===== src/rtl/ram_readout_arbiter.sv =====
// Purpose : round-robin arbiter copying one channel frame at a time into the IPbus DPRAM, then handshaking with the PC.
// Latency : ch_grant 1 cycle after ch_req; each valid word written 1 cycle later; handshakeFPGA 1 cycle after the last write.
// Backpr. : channels are throttled by ch_grant alone; ch_valid gaps stall the frame until the idle timeout aborts it.
// Config  : `define ARB_HEADER_EN adds a header word at address 0 after the data (data then starts at address 1).
// Ports   : SYSCLK/RESET (async, active high); ch_req/ch_data/ch_valid in, ch_grant/ch_done out per channel;
//           IPbus_RAM_data/_address/_we registered DPRAM write port; handshakePC in (async), handshakeFPGA out;
//           frame_cnt counts handed-off frames (wraps).
module ram_readout_arbiter #(
  parameter int N_CH      = 4,
  parameter int FRAME_LEN = 64,
  parameter int DATA_W    = 32,
  parameter int ADDR_W    = 8,
  parameter int TIMEOUT_W = 12
) (
  input  logic                   SYSCLK,
  input  logic                   RESET,
  input  logic [N_CH-1:0]        ch_req,
  input  logic [N_CH*DATA_W-1:0] ch_data,
  input  logic [N_CH-1:0]        ch_valid,
  output logic [N_CH-1:0]        ch_grant,
  output logic [N_CH-1:0]        ch_done,
  output logic [DATA_W-1:0]      IPbus_RAM_data,
  output logic [ADDR_W-1:0]      IPbus_RAM_address,
  output logic                   IPbus_RAM_we,
  input  logic                   handshakePC,
  output logic                   handshakeFPGA,
  output logic [15:0]            frame_cnt
);

  localparam int IDX_W  = (N_CH > 1) ? $clog2(N_CH) : 1;
  localparam int WIDX_W = 8;
`ifdef ARB_HEADER_EN
  localparam int BASE = 1;
`else
  localparam int BASE = 0;
`endif
  // Stall exit happens on the idle cycle that would bring the counter to all-ones.
  localparam logic [TIMEOUT_W-1:0] TO_LAST = TIMEOUT_W'((2 ** TIMEOUT_W) - 2);
  localparam logic [WIDX_W-1:0]    W_LAST  = WIDX_W'(FRAME_LEN - 1);

  typedef enum logic [2:0] {S_IDLE, S_XFER, S_HDR, S_WAIT_ACK, S_WAIT_REL} state_t;

`ifdef ARB_HEADER_EN
  localparam state_t S_POST = S_HDR;
`else
  localparam state_t S_POST = S_WAIT_ACK;
`endif

  state_t               r_state;
  logic [IDX_W-1:0]     r_rr_ptr;
  logic [IDX_W-1:0]     r_gidx;
  logic [WIDX_W-1:0]    r_widx;
  logic [TIMEOUT_W-1:0] r_timeout;
  logic                 r_pc_meta;
  logic                 r_pc_sync;
  logic [N_CH-1:0]      r_grant;
  logic [N_CH-1:0]      r_done;
  logic [DATA_W-1:0]    r_data;
  logic [ADDR_W-1:0]    r_addr;
  logic                 r_we;
  logic                 r_hs;
  logic [15:0]          r_frame_cnt;

`ifdef ARB_HEADER_EN
  logic        r_err;
  logic [31:0] w_hdr;
  // frame_cnt here is still the pre-increment value of the frame being handed off.
  assign w_hdr = {8'hA5, 4'(r_gidx), 3'b000, r_err, r_frame_cnt};
`endif

  // Round robin: scan downward so the nearest requester after rr_ptr is the last to assign.
  logic [IDX_W-1:0] w_next;
  logic             w_any;
  always_comb begin
    w_next = r_rr_ptr;
    w_any  = 1'b0;
    for (int k = N_CH; k >= 1; k--) begin
      if (ch_req[IDX_W'((int'(r_rr_ptr) + k) % N_CH)]) begin
        w_next = IDX_W'((int'(r_rr_ptr) + k) % N_CH);
        w_any  = 1'b1;
      end
    end
  end

  logic [DATA_W-1:0] w_gdata;
  logic              w_gvalid;
  logic              w_last;
  logic              w_stall_out;
  assign w_gdata     = ch_data[int'(r_gidx)*DATA_W +: DATA_W];
  assign w_gvalid    = ch_valid[r_gidx];
  assign w_last      = w_gvalid && (r_widx == W_LAST);
  assign w_stall_out = !w_gvalid && (r_timeout == TO_LAST);

  always_ff @(posedge SYSCLK or posedge RESET) begin
    if (RESET) begin
      r_state     <= S_IDLE;
      r_rr_ptr    <= IDX_W'(N_CH - 1);
      r_gidx      <= '0;
      r_widx      <= '0;
      r_timeout   <= '0;
      r_pc_meta   <= 1'b0;
      r_pc_sync   <= 1'b0;
      r_grant     <= '0;
      r_done      <= '0;
      r_data      <= '0;
      r_addr      <= '0;
      r_we        <= 1'b0;
      r_hs        <= 1'b0;
      r_frame_cnt <= '0;
`ifdef ARB_HEADER_EN
      r_err       <= 1'b0;
`endif
    end else begin
      r_pc_meta <= handshakePC;
      r_pc_sync <= r_pc_meta;
      r_we      <= 1'b0;
      r_done    <= '0;
      case (r_state)
        S_IDLE: begin
          if (w_any) begin
            r_gidx    <= w_next;
            r_rr_ptr  <= w_next;
            r_grant   <= N_CH'(1) << w_next;
            r_widx    <= '0;
            r_timeout <= '0;
            r_state   <= S_XFER;
          end
        end
        S_XFER: begin
          if (w_gvalid) begin
            r_we      <= 1'b1;
            r_data    <= w_gdata;
            r_addr    <= ADDR_W'(r_widx) + ADDR_W'(BASE);
            r_widx    <= r_widx + 1'b1;
            r_timeout <= '0;
          end else begin
            r_timeout <= r_timeout + 1'b1;
          end
`ifdef ARB_HEADER_EN
          if (w_stall_out) r_err <= 1'b1;
`endif
          if (w_last || w_stall_out) begin
            r_grant <= '0;
            r_state <= S_POST;
          end
        end
`ifdef ARB_HEADER_EN
        S_HDR: begin
          r_we    <= 1'b1;
          r_addr  <= '0;
          r_data  <= DATA_W'(w_hdr);
          r_state <= S_WAIT_ACK;
        end
`endif
        S_WAIT_ACK: begin
          // First cycle raises the flag; an already-high acknowledge is accepted without an edge.
          if (!r_hs) begin
            r_hs <= 1'b1;
          end else if (r_pc_sync) begin
            r_hs    <= 1'b0;
            r_state <= S_WAIT_REL;
          end
        end
        S_WAIT_REL: begin
          if (!r_pc_sync) begin
            r_done      <= N_CH'(1) << r_gidx;
            r_frame_cnt <= r_frame_cnt + 16'd1;
`ifdef ARB_HEADER_EN
            r_err       <= 1'b0;
`endif
            r_state     <= S_IDLE;
          end
        end
        default: r_state <= S_IDLE;
      endcase
    end
  end

  assign ch_grant          = r_grant;
  assign ch_done           = r_done;
  assign IPbus_RAM_data    = r_data;
  assign IPbus_RAM_address = r_addr;
  assign IPbus_RAM_we      = r_we;
  assign handshakeFPGA     = r_hs;
  assign frame_cnt         = r_frame_cnt;

endmodule

===== config.mk =====
export PLATFORM = sky130hd
export DESIGN_NAME = ram_readout_arbiter
export DESIGN_NICKNAME = d
export VERILOG_FILES = /design/src/rtl/ram_readout_arbiter.sv
export SDC_FILE = /design/constraint.sdc
export NUM_CORES = 1
export LEC_CHECK = 0
export ABC_CLOCK_PERIOD_IN_PS = 3990
export CAP_MARGIN = 20
export CORE_UTILIZATION = 44
export CTS_BUF_LIST = sky130_fd_sc_hd__clkbuf_8
export DETAILED_ROUTE_END_ITERATION = 7
export PLACE_DENSITY_LB_ADDON = 0.2
export SYNTH_ARGS = -nofsm -noshare
export SYNTH_HDL_FRONTEND = slang
export SYNTH_SLANG_ARGS = --single-unit

===== constraint.sdc =====
create_clock -name SYSCLK -period 3.99 [get_ports SYSCLK]
set_input_delay 0.798 -clock SYSCLK [delete_from_list [all_inputs] [get_ports SYSCLK]]
set_output_delay 0.798 -clock SYSCLK [all_outputs]
set_load 0.03 [all_outputs]

==> Word-level counts from Yosys, hierarchy flattened <==
Cells that the tools add are included.
{ "classes": {"add_sub_neg": 7, "order_cmp": 5, "eq_ne": 11, "shift": 3, "n_mux": 43, "bitwise_logic": 1, "n_reduce_logical": 13} }
{ "op_table": {"columns": ["operator", "n"], "rows": [
  ["indexed part select 128 x 8 -> 32 bit", 1],
  ["two-way mux 12 bit", 2],
  ["case mux 12 bit (2 select lines)", 1],
  ["two-way mux 1 bit", 17],
  ["adder 16 x 1 -> 16 bit, second input constant", 1],
  ["< comparator 2 x 4 -> 1 bit, second input constant", 4],
  ["two-way mux 4 bit", 4],
  ["two-way mux 8 bit", 2],
  ["case mux 8 bit (2 select lines)", 1],
  ["two-way mux 3 bit", 5],
  ["adder 12 x 1 -> 12 bit, second input constant", 1],
  ["equality test 12 bit, second input constant", 1],
  ["!= test 2 bit, second input constant", 6],
  ["case mux 3 bit (4 select lines)", 1],
  ["binary-select mux 1 bit (select 2 bit)", 5],
  ["adder 8 x 1 -> 8 bit, second input constant", 1],
  ["equality test 8 x 6 -> 1 bit, second input constant", 1],
  ["two-way mux 2 bit", 4],
  ["case mux 4 bit (2 select lines)", 1],
  ["AND reduction 2 bit", 4],
  ["<< shifter 1 x 2 -> 4 bit, first input constant", 2],
  ["AND reduction 3 bit", 2],
  ["AND reduction 5 bit", 1],
  ["adder 2 x 1 -> 2 bit, second input constant", 2],
  ["other kinds (11)", 13]
]} }
{ "word_totals": {"register_bits": 95, "in_bits": 139, "output_inout_bits": 66} }

==> Depth between registers and ports, before layout <==
{ "depth": {"ltp_word": 11, "ltp_mapped": 7, "mapped_depth_nobuf": 7} }

==> Least setup slack after synthesis <==
No wires, ideal clock.
{ "synth_path": {"path_type": "in2reg", "start": "input port ch_valid[3]", "end": "register r_timeout[9]", "setup_time_ns": 0.068, "arrival_time_ns": 2.051, "t_required_ns": 3.922, "path_slack_ns": 1.870, "stages": 5, "path_cell_list": "mux4_2 -> nand2b_1 -> clkbuf_1 -> or3_1 -> nand3_1"} }
{ "synth_between": {"elab_chain_len": 4} }
{ "synth_rtl": {"columns": ["item", "line", "source"], "rows": [
  ["start, declared", "19", "input logic [N_CH-1:0] ch_valid,"],
  ["binary-select mux 1 bit (select 2 bit)", "90", "assign w_gvalid = ch_valid[r_gidx];"],
  ["two-way mux 1 bit (implied by the code)", "90", null],
  ["two-way mux 12 bit", "130", "if (w_gvalid) begin"],
  ["case mux 12 bit (2 select lines)", "118", "case (r_state)"],
  ["end signal, assigned", "137", "r_timeout <= r_timeout + 1'b1;"],
  ["end, declared", "53", "logic [TIMEOUT_W-1:0] r_timeout;"]
]} }
No other way between the ends. The select of a mux whose other input is x is not followed.
A chain may end at the register's enable or synchronous reset.

==> Worst setup path in the final report <==
{ "layout_path": {"start": "input port ch_req[1]", "end": "register r_timeout[10]"} }
{ "layout_between": {"elab_chain_len": 9, "word_cells_on_any_way": 18, "classes_between": "eq/ne (1); mux (16); reduce/logical (1)"} }
{ "layout_rtl": {"columns": ["item", "line", "source"], "rows": [
  ["start, declared", "17", "input logic [N_CH-1:0] ch_req,"],
  ["binary-select mux 1 bit (select 2 bit)", "78", "if (ch_req[IDX_W'((int'(r_rr_ptr) + k) % N_CH)]) begin"],
  ["two-way mux 1 bit (implied by the code) (2 in series)", "78", null],
  ["two-way mux 1 bit (3 in series)", "78", null],
  ["two-way mux 1 bit *", "78", null],
  ["!= test 2 bit (no line) *", null, null],
  ["AND reduction 2 bit (no line) *", null, null]
]} }
Mark *: on every way between the ends. The rest lies on a longest branch, timed or not. The select of a mux whose other input is x is not followed.

==> results.cfg <==
[status]
status = completed

[global_route]
grt_pass1_vias = 4382
grt_max_degree = 71
gr-usage-all-layers = 0.242
grt_use_met1 = 0.262
grt_pass1_wl_um = 20900
grt.met2_usage = 0.426
gr-usage-met3 = 0.0907
antenna_found_initial = 0
grt_overflow = 0
grt_busiest_layer = met2

[clock_network]
hold_buffers = 0
htreeDepth = 3
cts_tree = done
cts_buffers = 9
ctsResizeCount = 0
cts.sinks = 95
path_clk_slew_ps = 90
clk_path_buf_depth = 2
clk_latency_ps = 370
post-cts-setup-buffers = 0
root_buffer = clkbuf_8

[layout]
multiInputGateArea_um2 = 2280
final_cell_mix = clkdlybuf4s50_1, nand2_1, dfrtp_1, mux4_2, nor2_1
postLayoutCoreUtil = 0.691
n_fill_cell = 778
layout_commonest_cell = clkdlybuf4s50_1
fin_nets = 802
drive_above_1_share = 0.0920
ff_latch_area_um2 = 2380
fin_cells = 799
synthToLayoutAreaGrowth_pct = 50.7
num_antenna_cells = 0

[synthesis]
async_flop_share = 1.00
ys.flop_type = dfrtp_1
ys_ff_latch = 95
synth_area_per_cell_um2 = 10.4
ys_types = 43
netlist_instances = 459
yosys_warnings = 0
synth-edff-count = 0
synth_nets = 602
syn_area_um2 = 4780
seq_area_frac_synth = 0.498

[sta]
rsz0062_at_grt = false
setup_tns_ps = 0
slew_headroom = 0.448
setup_violations = 0
drv_slew = 0
fmaxAchievable_mhz = 385
fin_crit_sh = 0.650
worst_slew_pin_slew_ps = 828
clock_skew_ps = 12.3
hold_violations = 0
fin_crit_ps = 2590

[place]
gp_congestion = 0.800
placed_cells = 784
dp_hpwl_um = 9740
port_buffers = 204

[route]
antenna_violating_nets_post_route = 0
vias = 4215
drt_iter0_drc = 269
dr.pass1.iters = 4
routedWlPerCell_um = 16.2
drt_wl_total_um = 12900
via_per_inst = 5.28
drc_errors = 0

[power_and_ir_drop]
p_int_uw = 2070
combPwrFrac = 0.335
p_leak_uw = 0.00313
p_sw_uw = 1000
clkPwrFrac = 0.260
power_frac_seq = 0.405
peakVddDrop_uv = 262
cellPowerDensity_nw_per_um2 = 427
swShare = 0.326

[worst_setup_path]
worstPathMaxFanout = 7
path_cells = clkdlybuf4s50_1 > nor4_1 > a21boi_0 > nand4_1 > xor2_1 > nor3_1
cp-start-kind = input pin
cp.arrival_ps = 2820
max_stage_delay_ps = 670
endpoint_kind = flip-flop
required_ps = 4220
cp_slowest_cell = nor4_1
worstSetupPathType = in -> reg

[floorplanning]
coreArea_um2 = 10400
pin_count = 205
die_area_um2 = 11300
die_x_um = 106
row_count = 37
fp.dieH_um = 106
initial_utilization = 0.458

[min_path]
hold_path_class = reg -> reg

[job]
max_cap_viol_count = 0
==> Yosys cell counts (5+ instances only) <==
| library cell | n | area (µm²) |
|---|---|---|
| nand2_1 | 152 | 571 |
| buf_2 | 8 | 40.0 |
| xnor2_1 | 13 | 114 |
| mux4_2 | 33 | 743 |
| xor2_1 | 9 | 78.8 |
| clkbuf_1 | 12 | 45.0 |
| o21ai_0 | 20 | 100 |
| and4_1 | 5 | 43.8 |
| nand4_1 | 11 | 68.8 |
| inv_1 | 5 | 18.8 |
| nor2_1 | 28 | 105 |
| dfrtp_1 | 93 | 2330 |
| a21oi_1 | 5 | 25.0 |
| nand3_1 | 17 | 85.1 |
| nor3_1 | 6 | 30.0 |
==> worst max-delay path: cells and delay by family <==
family | cells | cell delay (ps)
simple gates | 3 | 970
buf+inv | 1 | 460
xor+xnor | 1 | 170
compound gates | 1 | 420
==> power groups by stage <==
stage	sequential, µW	clock (µW)	combinational (µW)
after floorplan	1470	0	338
after global placement	1250	0	1020
after detailed placement	1260	0	1040
after CTS	1240	813	1040
after global routing	1260	846	1110
final	1240	798	1030
==> per-stage QoR <==
stage | instance area (µm²) | hold WS (ps) | power, µW | setup WS [ps]
final | 7200 | 363 | 3070 | 1400
after global placement | 6950 | 356 | 2270 | 1110
after floorplan | 4780 | 331 | 1800 | 718
after detailed placement | 6950 | 343 | 2290 | 1030
after CTS | 7200 | 371 | 3100 | 1410
after global routing | 7200 | 374 | 3220 | 1300
==> sequential cells by signal, indices dropped and copies added, names as in the netlist <==
signal / flops
IPbus_RAM_we: 1
r_rr_ptr: 2
frame_cnt: 16
r_widx: 8
r_pc_sync: 1
ch_done: 4
r_gidx: 2
IPbus_RAM_address: 8
r_timeout: 12
handshakeFPGA: 1
r_state: 3
r_pc_meta: 1
ch_grant: 4
IPbus_RAM_data: 32
==> final timing paths <==
| path | depth (start not counted) | slack [ps] | to | from |
|---|---|---|---|---|
| worst max-delay path | 6 | 1400 | r_timeout[10]$_DFFE_PP0P_ | ch_req[1] |
| worst min-delay path | 0 | 360 | r_pc_sync$_DFF_PP0_ | r_pc_meta$_DFF_PP0_ |
| worst max register to register | 6 | 1770 | r_widx[4]$_DFFE_PP0P_ | r_state[1]$_DFFE_PP0P_ |
| worst min register to register | 0 | 360 | r_pc_sync$_DFF_PP0_ | r_pc_meta$_DFF_PP0_ |
| max in group asynchronous | 3 | 2310 | IPbus_RAM_data[24]$_DFFE_PP0P_ | RESET |
| min in group asynchronous | 2 | 950 | r_pc_meta$_DFF_PP0_ | RESET |
==> per-layer routing <==
metal	routed length, µm	vias up
li1	-	1991
met5	0	-
met2	6700	138
met3	1080	19
met4	289	0
met1	4870	2067
==> cell type report <==
type                       instances  share of cell area
clock inverter                     6              0.0177
sequential                        95               0.331
clock buffer                       9              0.0172
timing repair buffer             210               0.290
multi-input combinational        337               0.317
tap                              136              0.0236
inverter                           6             0.00348
==> logic make-up after synthesis <==
group | count (synthesis) | share of synthesized area
AOI/OAI and AO/OA | 38 | 0.0479
muxes | 34 | 0.158
and+or+nand+nor | 239 | 0.222
adders and majority gates | 4 | 0.0105
buffers and inverters | 27 | 0.0233
xor gates and xnor gates | 22 | 0.0403
DFF | 95 | 0.498
No activity file was read; power rests on OpenSTA's default activity.
